--- src/rtl/chan_mux_arb_pkg.sv ---
// chan_mux_arb_pkg
//   Shared constants for the channel mux/arbiter slice. This package takes the place of
//   parameters.v for this block and holds the following:
//     DATA_BUS_WIDTH   payload width of the shared data bus
//     CHAN_MUX_NUM_CH  default number of mux channels
//     arb_mode_e       encoding of the arb_mode input (ARB_MODE_SEL=0, ARB_MODE_RR=1)
//   The package has no ports.
package chan_mux_arb_pkg;

  localparam int DATA_BUS_WIDTH  = 16;
  localparam int CHAN_MUX_NUM_CH = 4;

  typedef enum logic {
    ARB_MODE_SEL = 1'b0,
    ARB_MODE_RR  = 1'b1
  } arb_mode_e;

endpackage

--- src/rtl/chan_mux_arb_rr_arbiter.sv ---
// rr_arbiter
//   This is a combinational round-robin arbiter. The pointer register is owned by the parent.
//   The arbiter scans req starting at ptr+1 and wraps from NUM_CH-1 back to 0.
//   Ports:
//     req        in   NUM_CH  request vector
//     advance    in   1       the parent accepted the granted request this cycle
//     ptr        in   SEL_W   index of the last round-robin winner
//     grant      out  NUM_CH  one-hot grant (all zero when there is no request)
//     grant_idx  out  SEL_W   index of the granted channel
//     grant_any  out  1       a request was found
//     next_ptr   out  SEL_W   pointer value for the parent to register
import chan_mux_arb_pkg::*;

module rr_arbiter #(
  parameter int NUM_CH = CHAN_MUX_NUM_CH,
  parameter int SEL_W  = $clog2(NUM_CH)
) (
  input  logic [NUM_CH-1:0] req,
  input  logic              advance,
  input  logic [SEL_W-1:0]  ptr,
  output logic [NUM_CH-1:0] grant,
  output logic [SEL_W-1:0]  grant_idx,
  output logic              grant_any,
  output logic [SEL_W-1:0]  next_ptr
);

  logic [SEL_W:0] cand;

  // The first request after ptr wins. The sum is one bit wider so that ptr+off can wrap
  // with a single conditional subtract.
  always_comb begin
    grant     = '0;
    grant_idx = '0;
    grant_any = 1'b0;
    cand      = '0;
    for (int off = 1; off <= NUM_CH; off++) begin
      cand = {1'b0, ptr} + (SEL_W+1)'(off);
      if (cand >= (SEL_W+1)'(NUM_CH)) begin
        cand = cand - (SEL_W+1)'(NUM_CH);
      end
      if (!grant_any && req[cand[SEL_W-1:0]]) begin
        grant_any                = 1'b1;
        grant_idx                = cand[SEL_W-1:0];
        grant[cand[SEL_W-1:0]]   = 1'b1;
      end
    end
  end

  // This is kept outside the scan block. Advance depends on the grant through the parent's
  // transfer logic, so computing it here avoids a combinational loop.
  assign next_ptr = advance ? grant_idx : ptr;

endmodule

--- src/rtl/chan_mux_arb.sv ---
// chan_mux_arb
//   This is an N-channel valid/ready data-path mux with one registered output stage.
//   arb_mode selects the arbitration: 0 uses forced select (sel), 1 uses round-robin.
//   Optional feature macro: CHAN_MUX_LOCK_EN. It adds in_last/out_last and makes a
//   round-robin grant stay locked to its channel until the last beat of a burst.
//   Ports:
//     clk, rst_n            clock (rising edge) and asynchronous active-low reset
//     in_data   in   NUM_CH*DATA_W  channel i payload at [i*DATA_W +: DATA_W]
//     in_valid  in   NUM_CH         per-channel valid
//     in_ready  out  NUM_CH         per-channel ready, at most one bit high
//     arb_mode  in   1              0 forced select, 1 round-robin
//     sel       in   SEL_W          channel used in forced-select mode
//     out_data  out  DATA_W         registered payload
//     out_chan  out  SEL_W          source channel of out_data
//     out_valid out  1              output beat held
//     out_ready in   1              consumer accepts the beat
//     in_last   in   NUM_CH         (CHAN_MUX_LOCK_EN) end of burst per channel
//     out_last  out  1              (CHAN_MUX_LOCK_EN) registered in_last of the held beat
import chan_mux_arb_pkg::*;

module chan_mux_arb #(
  parameter int DATA_W = DATA_BUS_WIDTH,
  parameter int NUM_CH = CHAN_MUX_NUM_CH,
  parameter int SEL_W  = $clog2(NUM_CH)
) (
  input  logic                     clk,
  input  logic                     rst_n,
  input  logic [NUM_CH*DATA_W-1:0] in_data,
  input  logic [NUM_CH-1:0]        in_valid,
  output logic [NUM_CH-1:0]        in_ready,
  input  logic                     arb_mode,
  input  logic [SEL_W-1:0]         sel,
  output logic [DATA_W-1:0]        out_data,
  output logic [SEL_W-1:0]         out_chan,
  output logic                     out_valid,
  input  logic                     out_ready
`ifdef CHAN_MUX_LOCK_EN
  ,
  input  logic [NUM_CH-1:0]        in_last,
  output logic                     out_last
`endif
);

  logic              rr_mode;
  logic              load;
  logic              xfer;
  logic              sel_ok;
  logic [NUM_CH-1:0] sel_oh;
  logic              grant_any;
  logic [SEL_W-1:0]  grant_idx;
  logic [NUM_CH-1:0] grant_oh;
  logic [SEL_W-1:0]  rr_ptr;
  logic [SEL_W-1:0]  rr_next;
  logic [SEL_W-1:0]  rr_idx;
  logic [NUM_CH-1:0] rr_grant;
  logic              rr_any;
  logic              rr_advance;
  logic              lock_hold;

  assign rr_mode = (arb_mode == ARB_MODE_RR);

  // Decode sel against the real channel count. An out-of-range sel grants nothing.
  always_comb begin
    sel_ok = 1'b0;
    sel_oh = '0;
    for (int i = 0; i < NUM_CH; i++) begin
      if (sel == SEL_W'(i)) begin
        sel_ok    = 1'b1;
        sel_oh[i] = 1'b1;
      end
    end
  end

`ifdef CHAN_MUX_LOCK_EN
  logic             locked;
  logic [SEL_W-1:0] lock_ch;

  assign lock_hold = rr_mode && locked;

  // A round-robin transfer with in_last=0 opens a burst. The burst holds the grant on its
  // channel until that channel's last beat goes through. Forced-select transfers leave the
  // lock alone.
  always_ff @(posedge clk or negedge rst_n) begin
    if (!rst_n) begin
      locked  <= 1'b0;
      lock_ch <= '0;
    end else if (xfer && rr_mode) begin
      locked  <= !in_last[grant_idx];
      lock_ch <= grant_idx;
    end
  end
`else
  assign lock_hold = 1'b0;
`endif

  rr_arbiter #(
    .NUM_CH (NUM_CH),
    .SEL_W  (SEL_W)
  ) u_rr (
    .req       (in_valid),
    .advance   (rr_advance),
    .ptr       (rr_ptr),
    .grant     (rr_grant),
    .grant_idx (rr_idx),
    .grant_any (rr_any),
    .next_ptr  (rr_next)
  );

  // Choose the grant source for this cycle. A locked burst is granted even while its
  // channel's valid is low.
  always_comb begin
    grant_any = 1'b0;
    grant_idx = '0;
    grant_oh  = '0;
    if (!rr_mode) begin
      grant_any = sel_ok;
      grant_idx = sel;
      grant_oh  = sel_oh;
    end
`ifdef CHAN_MUX_LOCK_EN
    else if (lock_hold) begin
      grant_any = 1'b1;
      grant_idx = lock_ch;
      grant_oh  = NUM_CH'(1) << lock_ch;
    end
`endif
    else begin
      grant_any = rr_any;
      grant_idx = rr_idx;
      grant_oh  = rr_grant;
    end
  end

  assign load     = !out_valid || out_ready;
  assign in_ready = (rst_n && load && grant_any) ? grant_oh : '0;
  assign xfer     = rst_n && load && grant_any && in_valid[grant_idx];

  // While a burst is locked, the pointer already sits on the locked channel.
  // Advancing is skipped because the arbiter's own pick may name a different channel.
  assign rr_advance = xfer && rr_mode && !lock_hold;

  // Output register: a transfer loads a new beat, and a consume with no transfer drains
  // the register. In every other case the held beat is frozen.
  always_ff @(posedge clk or negedge rst_n) begin
    if (!rst_n) begin
      out_valid <= 1'b0;
      out_data  <= '0;
      out_chan  <= '0;
      rr_ptr    <= SEL_W'(NUM_CH-1);
`ifdef CHAN_MUX_LOCK_EN
      out_last  <= 1'b0;
`endif
    end else begin
      if (xfer) begin
        out_valid <= 1'b1;
        out_data  <= in_data[int'(grant_idx)*DATA_W +: DATA_W];
        out_chan  <= grant_idx;
`ifdef CHAN_MUX_LOCK_EN
        out_last  <= in_last[grant_idx];
`endif
      end else if (out_ready) begin
        out_valid <= 1'b0;
      end
      rr_ptr <= rr_next;
    end
  end

endmodule

--- config.mk ---
export PLATFORM = sky130hd
export DESIGN_NAME = chan_mux_arb
export DESIGN_NICKNAME = d
export VERILOG_FILES = /design/src/rtl/chan_mux_arb_pkg.sv /design/src/rtl/chan_mux_arb_rr_arbiter.sv /design/src/rtl/chan_mux_arb.sv
export SDC_FILE = /design/constraint.sdc
export NUM_CORES = 1
export LEC_CHECK = 0
export CORE_MARGIN = 5
export CORE_UTILIZATION = 40
export CTS_CLUSTER_DIAMETER = 80
export DETAILED_ROUTE_END_ITERATION = 16
export HOLD_SLACK_MARGIN = 0.08
export PLACE_DENSITY_LB_ADDON = 0.08
export SKIP_CTS_REPAIR_TIMING = 1
export SLEW_MARGIN = 15
export SYNTH_ARGS = -nofsm -noshare
export SYNTH_HDL_FRONTEND = slang
export SYNTH_SLANG_ARGS = --single-unit
--- constraint.sdc ---
create_clock -name clk -period 6.9 [get_ports clk]
set_input_delay 1.38 -clock clk [delete_from_list [all_inputs] [get_ports clk]]
set_output_delay 1.38 -clock clk [all_outputs]
set_load 0.01 [all_outputs]
==> run summary, run 1 <==
Syn Std Cell Area: 1910 um2
1st-iter DRT viols: 57
CTS H-tree lvls: 1
Internal power: 679 uW
Worst Hold Class: reg -> reg
Pwr Total: 1100 uW
Wirelength per Cell: 18.0 um
Max clock buf depth: 2
FMAX: 169 MHz
Count of different cell masters after synthesis: 43
Synth Area in XOR/XNOR: 0.00459
Total CTS buffers: 3
Layout Nets: 323
Worst skew pair latency: 260 ps
Power per Cell Area: 378 nW/um2
Setup TNS Final: 0 ps
Critical Path RT: 5520 ps
Post-synthesis mux area share: 0.391
Initial DRT Pass Iterations: 4
Final ANT Viol Nets: 0
Met3 usage: 0.0488
Fin crit period: 5920 ps
Worst EP arrival: 4540 ps
GRT Total Usage: 0.169
Ratio of cells with drive above 1 in the final layout: 0.217
Die Area: 6260 um2
Switching part of the total power: 0.384
Combinational Power Share: 0.696
Initial Util: 0.407
Die width: 79.1 um
WHS: 513 ps
MaxCap Viol Count: 0
Leakage power: 0.00117 uW
Clock-pin slew of the registers on the worst-case setup and hold paths: 80 ps
First-pass GRT wire length: 8.34 mm
Slew @ Worst Pin: 951 ps
Ys Warns: 0
GRT Residual Overflow: 0
Root Buffer Master: clkbuf_8
Synth Area in Compound Gates: 0.132
Rel. slew slack: 0.358
ANT cells: 0
Main combinational cell family by area after synthesis: multiplexers
CP Class: in -> out
Mapped Cells: 149
DRC viols: 0
Via density: 5.68
CP max FO: 11
CP endpoint kind: output pin
Seq cells post-synth: 21
Slew Limit Fails: 0
Fillers: 386
Syn avg cell area: 12.8 um2
Vias in the first global route: 1735
Antenna violations before repair: 0
Most Crowded Layer GR: met2
GR Util met1: 0.196
CP Launch Type: input pin
I/O Buffers: 96
Layout Skew: 4.48 ps
Core ar.: 4690 um2
WL final: 5.28 mm
Final period util: 0.858
Mapped Nets: 231
Pin count of the biggest net entering global routing: 24
Sw Pwr: 424 uW
Placed cell area: 2870 um2
Synthesis-to-finish area growth: 52.8%
Die height: 79.1 um
Final Hold Fails: 0
Gpl congestion: 0.754
TritonCTS clock tree: done
Post-Synth Simple-Gate Area: 0.0944
Dpl hpwl: 4.11 mm
Vias: 1669
Most frequent cells in the layout: 96 x clkdlybuf4s50_1, 19 x dfrtp_1, 17 x mux4_2, 12 x nor2_1, 11 x mux2_2
Peak supply drop: 0.000188 V
Design Area, Final: 2920 um2
Post-synthesis sequential area ratio: 0.277
Met2 Resource Use GR: 0.316
Row count: 25
Clock power frac: 0.076
RSZ-0062 raised after global routing: false
Post-Synth Adder-Cell Area: 0.0524
Reg power frac: 0.228
CTS Sinks: 21
Status: completed
I/O pin cnt: 97
Most common cell after layout, fill and taps aside: clkdlybuf4s50_1
Final setup vio count: 0
[per-layer routing]
| layer | part of all wire | vias to the layer above |
|---|---|---|
| li1 | - | 773 |
| met1 | 0.38 | 823 |
| met2 | 0.53 | 69 |
| met3 | 0.080 | 4 |
| met4 | 0.0072 | 0 |
| met5 | 0 | - |
[final timing paths]
kind                       slack (ps)                startpoint                        to  depth (start not counted)
setup / recovery                  980               in_valid[2]               in_ready[3]                          6
max in group asynchronous        5130                     rst_n     rr_ptr[1]$_DFFE_PN1P_                          2
setup reg to reg                 2350     rr_ptr[0]$_DFFE_PN1P_   out_data[3]$_DFFE_PN0P_                          9
min in group asynchronous        1480                     rst_n  out_data[10]$_DFFE_PN0P_                          2
hold reg to reg                   510  out_data[15]$_DFFE_PN0P_  out_data[15]$_DFFE_PN0P_                          1
hold / removal                    510  out_data[15]$_DFFE_PN0P_  out_data[15]$_DFFE_PN0P_                          1
[state kept, by name, indices dropped and copies added (netlist names)]
name / flops
out_chan: 2
rr_ptr: 2
out_valid: 1
out_data: 16
[synth_stat cells (all sizes together)]
cell type / n / area, um2
a22oi: 5 / 37.5
a211o: 1 / 8.76
dfstp: 2 / 52.6
o311ai: 1 / 8.76
or2: 1 / 6.26
a21oi: 7 / 35.0
a311o: 1 / 10.0
nand2: 4 / 22.5
nor4: 1 / 6.26
mux2: 19 / 244
dfrtp: 19 / 475
nor4bb: 1 / 10.0
o21ai: 3 / 18.8
nor2b: 3 / 26.3
mux2i: 4 / 40.0
a221o: 4 / 40.0
nor2: 12 / 45.0
nor3b: 1 / 7.51
o32a: 2 / 20.0
clkbuf: 2 / 7.51
buf: 8 / 67.6
o22ai: 1 / 20.0
nor3: 1 / 5.00
and3: 3 / 18.8
xnor2: 1 / 8.76
or3: 1 / 11.3
o311a: 1 / 10.0
o21a: 1 / 7.51
mux4: 20 / 462
inv: 5 / 18.8
o211ai: 3 / 36.3
ha: 8 / 100
nand2b: 2 / 12.5
or3b: 1 / 8.76
[cell families (layout without fill, tap and decap cells)]
logic type / count (synthesis) / count (layout)
flip-flops: 21 / 21
AND/OR/NAND/NOR: 31 / 31
XOR/XNOR: 1 / 1
multiplexers: 43 / 43
AO/OA/AOI/OAI: 30 / 30
buffers and inverters: 15 / 106
adder cells (fa/ha/maj): 8 / 8
[through the flow]
step	setup WS, ps	util	instances
after CTS	978	0.622	294
after floorplan	2280	-	149
after global routing	750	0.622	294
after detailed placement	987	0.612	290
final	978	0.622	294
after global placement	1170	0.612	290
[power groups by stage]
stage | sequential (uW) | clock [uW] | combinational (uW)
after floorplan | 261 | 0 | 535
after global placement | 250 | 0 | 756
after detailed placement | 254 | 0 | 770
after CTS | 253 | 87.0 | 774
after global routing | 264 | 91.9 | 835
final | 252 | 83.4 | 768
[worst max-delay path, stage by stage]
cell and delay [ps]:
clkdlybuf4s50_1 570, mux4_2 660, or3_4 440, o311ai_0 840, nor2_1 130, clkdlybuf4s50_1 520
[cell type report]
cell class	count	area, um2	share of cell area
Timing Repair Buffer	97	968	0.332
Clock inverter	1	5.00	0.00172
Tap cell	54	67.6	0.0232
Clock buffer	3	41.3	0.0142
Inverter	5	18.8	0.00644
Sequential cell	21	528	0.181
Multi-Input combinational cell	113	1290	0.441
(Power assumes the default switching activity.)
==> run 2, diff against run 1 <==
--- a/config.mk
+++ b/config.mk
@@ -5,7 +5,8 @@
 export SDC_FILE = /design/constraint.sdc
 export NUM_CORES = 1
 export LEC_CHECK = 0
-export CORE_MARGIN = 5
+export ABC_AREA = 0
+export CORE_MARGIN = 8
 export CORE_UTILIZATION = 40
 export CTS_CLUSTER_DIAMETER = 80
 export DETAILED_ROUTE_END_ITERATION = 16
==> run summary, run 2 (same netlist as run 1, synthesis figures left out) <==
Placed cell area: 2870 um2
FMAX: 168 MHz
Rel. slew slack: 0.315
Gpl congestion: 0.803
Most common cell after layout, fill and taps aside: clkdlybuf4s50_1
CTS Sinks: 21
Status: completed
Final setup vio count: 0
DP Cell Count: 290
Core ar.: 4660 um2
Critical Path RT: 5520 ps
Top reg by flops: out_data
Reg power frac: 0.229
Worst EP arrival: 4580 ps
GRT Total Usage: 0.152
Die Area: 7240 um2
Vias in the first global route: 1857
Slew Limit Fails: 0
R2r setup slk: 2340 ps
Pin count of the biggest net entering global routing: 24
First-pass GRT wire length: 8.97 mm
Total CTS buffers: 3
Row count: 25
TritonCTS clock tree: done
Via density: 5.74
Internal power: 681 uW
CP startpoint: in_valid[2]
Dpl hpwl: 4.43 mm
Clock-pin slew of the registers on the worst-case setup and hold paths: 80 ps
Leakage power: 0.00116 uW
Synthesis-to-finish area growth: 52.7%
RR Startpoint: rr_ptr[0]$_DFFE_PN1P_
Worst path max stage delay: 880 ps
Most frequent cells in the layout: 96 x clkdlybuf4s50_1, 19 x dfrtp_1, 17 x mux4_2, 12 x nor2_1, 11 x mux2_2
Setup TNS Final: 0 ps
Switching part of the total power: 0.387
Layout Skew: 1.29 ps
Die width: 85.1 um
Critical R2R Capture: out_data[1]$_DFFE_PN0P_
I/O Buffers: 96
I/O pin cnt: 97
Antenna violations before repair: 0
CP Launch Type: input pin
CP endpoint kind: output pin
GRT Residual Overflow: 0
Initial Util: 0.410
Final ANT Viol Nets: 0
Design Area, Final: 2920 um2
Peak supply drop: 0.000229 V
Die height: 85.1 um
Ratio of cells with drive above 1 in the final layout: 0.213
CTS H-tree lvls: 1
CP Capture Point: in_ready[2]
Final period util: 0.864
RSZ-0062 raised after global routing: false
Non-filler cells, final: 294
WL final: 5.47 mm
Critical path's slowest cell: o311ai_0
Worst Hold Class: reg -> reg
Fin crit period: 5960 ps
Wirelength per Cell: 18.6 um
CP Class: in -> out
Combinational Power Share: 0.698
Regs by FF count: out_data: 16 flops, out_chan: 2 flops, rr_ptr: 2 flops
Cell chain of the critical path: clkdlybuf4s50_1 > mux4_2 > or3_4 > o311ai_0 > nor2_1 > clkdlybuf4s50_1
CP dominant cell by count: clkdlybuf4s50_1
MaxCap Viol Count: 0
Final Hold Fails: 0
Vias: 1689
Clock power frac: 0.073
Sw Pwr: 430 uW
R2R depth: 9
Worst skew pair latency: 260 ps
CP max FO: 11
Slew @ Worst Pin: 1010 ps
1st-iter DRT viols: 66
DRC viols: 0
Fillers: 353
Number of flip-flops in the largest register: 16
Initial DRT Pass Iterations: 4
Power per Cell Area: 381 nW/um2
Layout Nets: 323
Max clock buf depth: 2
ANT cells: 0
Root Buffer Master: clkbuf_8
## run 2: through the flow
stage | power, uW | hold slack [ps] | worst slack (ps) | utilization
2_1_floorplan | 795 | 548 | 2280 | -
3_3_place_gp | 1020 | 486 | 1130 | 0.616
3_5_place_dp | 1030 | 493 | 986 | 0.616
4_1_cts | 1120 | 511 | 960 | 0.626
5_1_grt | 1190 | 541 | 781 | 0.626
6_report | 1110 | 510 | 940 | 0.626
## run 2: power by group through the flow
stage | sequential, uW | clock, uW | combinational, uW
after floorplan | 261 | 0 | 535
after global placement | 252 | 0 | 765
after detailed placement | 255 | 0 | 776
after CTS | 255 | 84.3 | 781
after global routing | 267 | 91.3 | 830
final | 255 | 81.2 | 775
## run 2: layout make-up
type                       count  area, um2  share of cell area
clock buffer                   4       45.0              0.0155
inverter                       5       18.8             0.00644
multi-input combinational    113       1290               0.442
sequential                    21        528               0.181
tap                           54       67.6              0.0232
timing repair buffer          97        968               0.332
## run 2: layer usage
layer / GRT usage / vias up / part of all wire
li1: - / 776 / -
met1: 0.155 / 833 / 0.36
met2: 0.273 / 72 / 0.54
met3: 0.0724 / 8 / 0.094
met4: 0.0307 / 0 / 0.0099
met5: 0 / - / 0
## run 2: critical path: cells and delay by family
kind	cells	cell delay, ps
buffers and inverters	2	1090
and+or+nand+nor	2	550
muxes	1	670
AOI/OAI and AO/OA	1	880
## run 2: how the worst min path moves through the flow
stage                                   startpoint                        to  slack (ps)  cells past startpoint
final                     out_data[14]$_DFFE_PN0P_  out_data[14]$_DFFE_PN0P_         510                      1
after global routing      out_data[10]$_DFFE_PN0P_  out_data[10]$_DFFE_PN0P_         540                      1
after CTS                 out_data[14]$_DFFE_PN0P_  out_data[14]$_DFFE_PN0P_         510                      1
after detailed placement  out_data[14]$_DFFE_PN0P_  out_data[14]$_DFFE_PN0P_         490                      1
after global placement     out_data[0]$_DFFE_PN0P_   out_data[0]$_DFFE_PN0P_         490                      1
after floorplan              out_valid$_DFFE_PN0P_     out_valid$_DFFE_PN0P_         550                      2
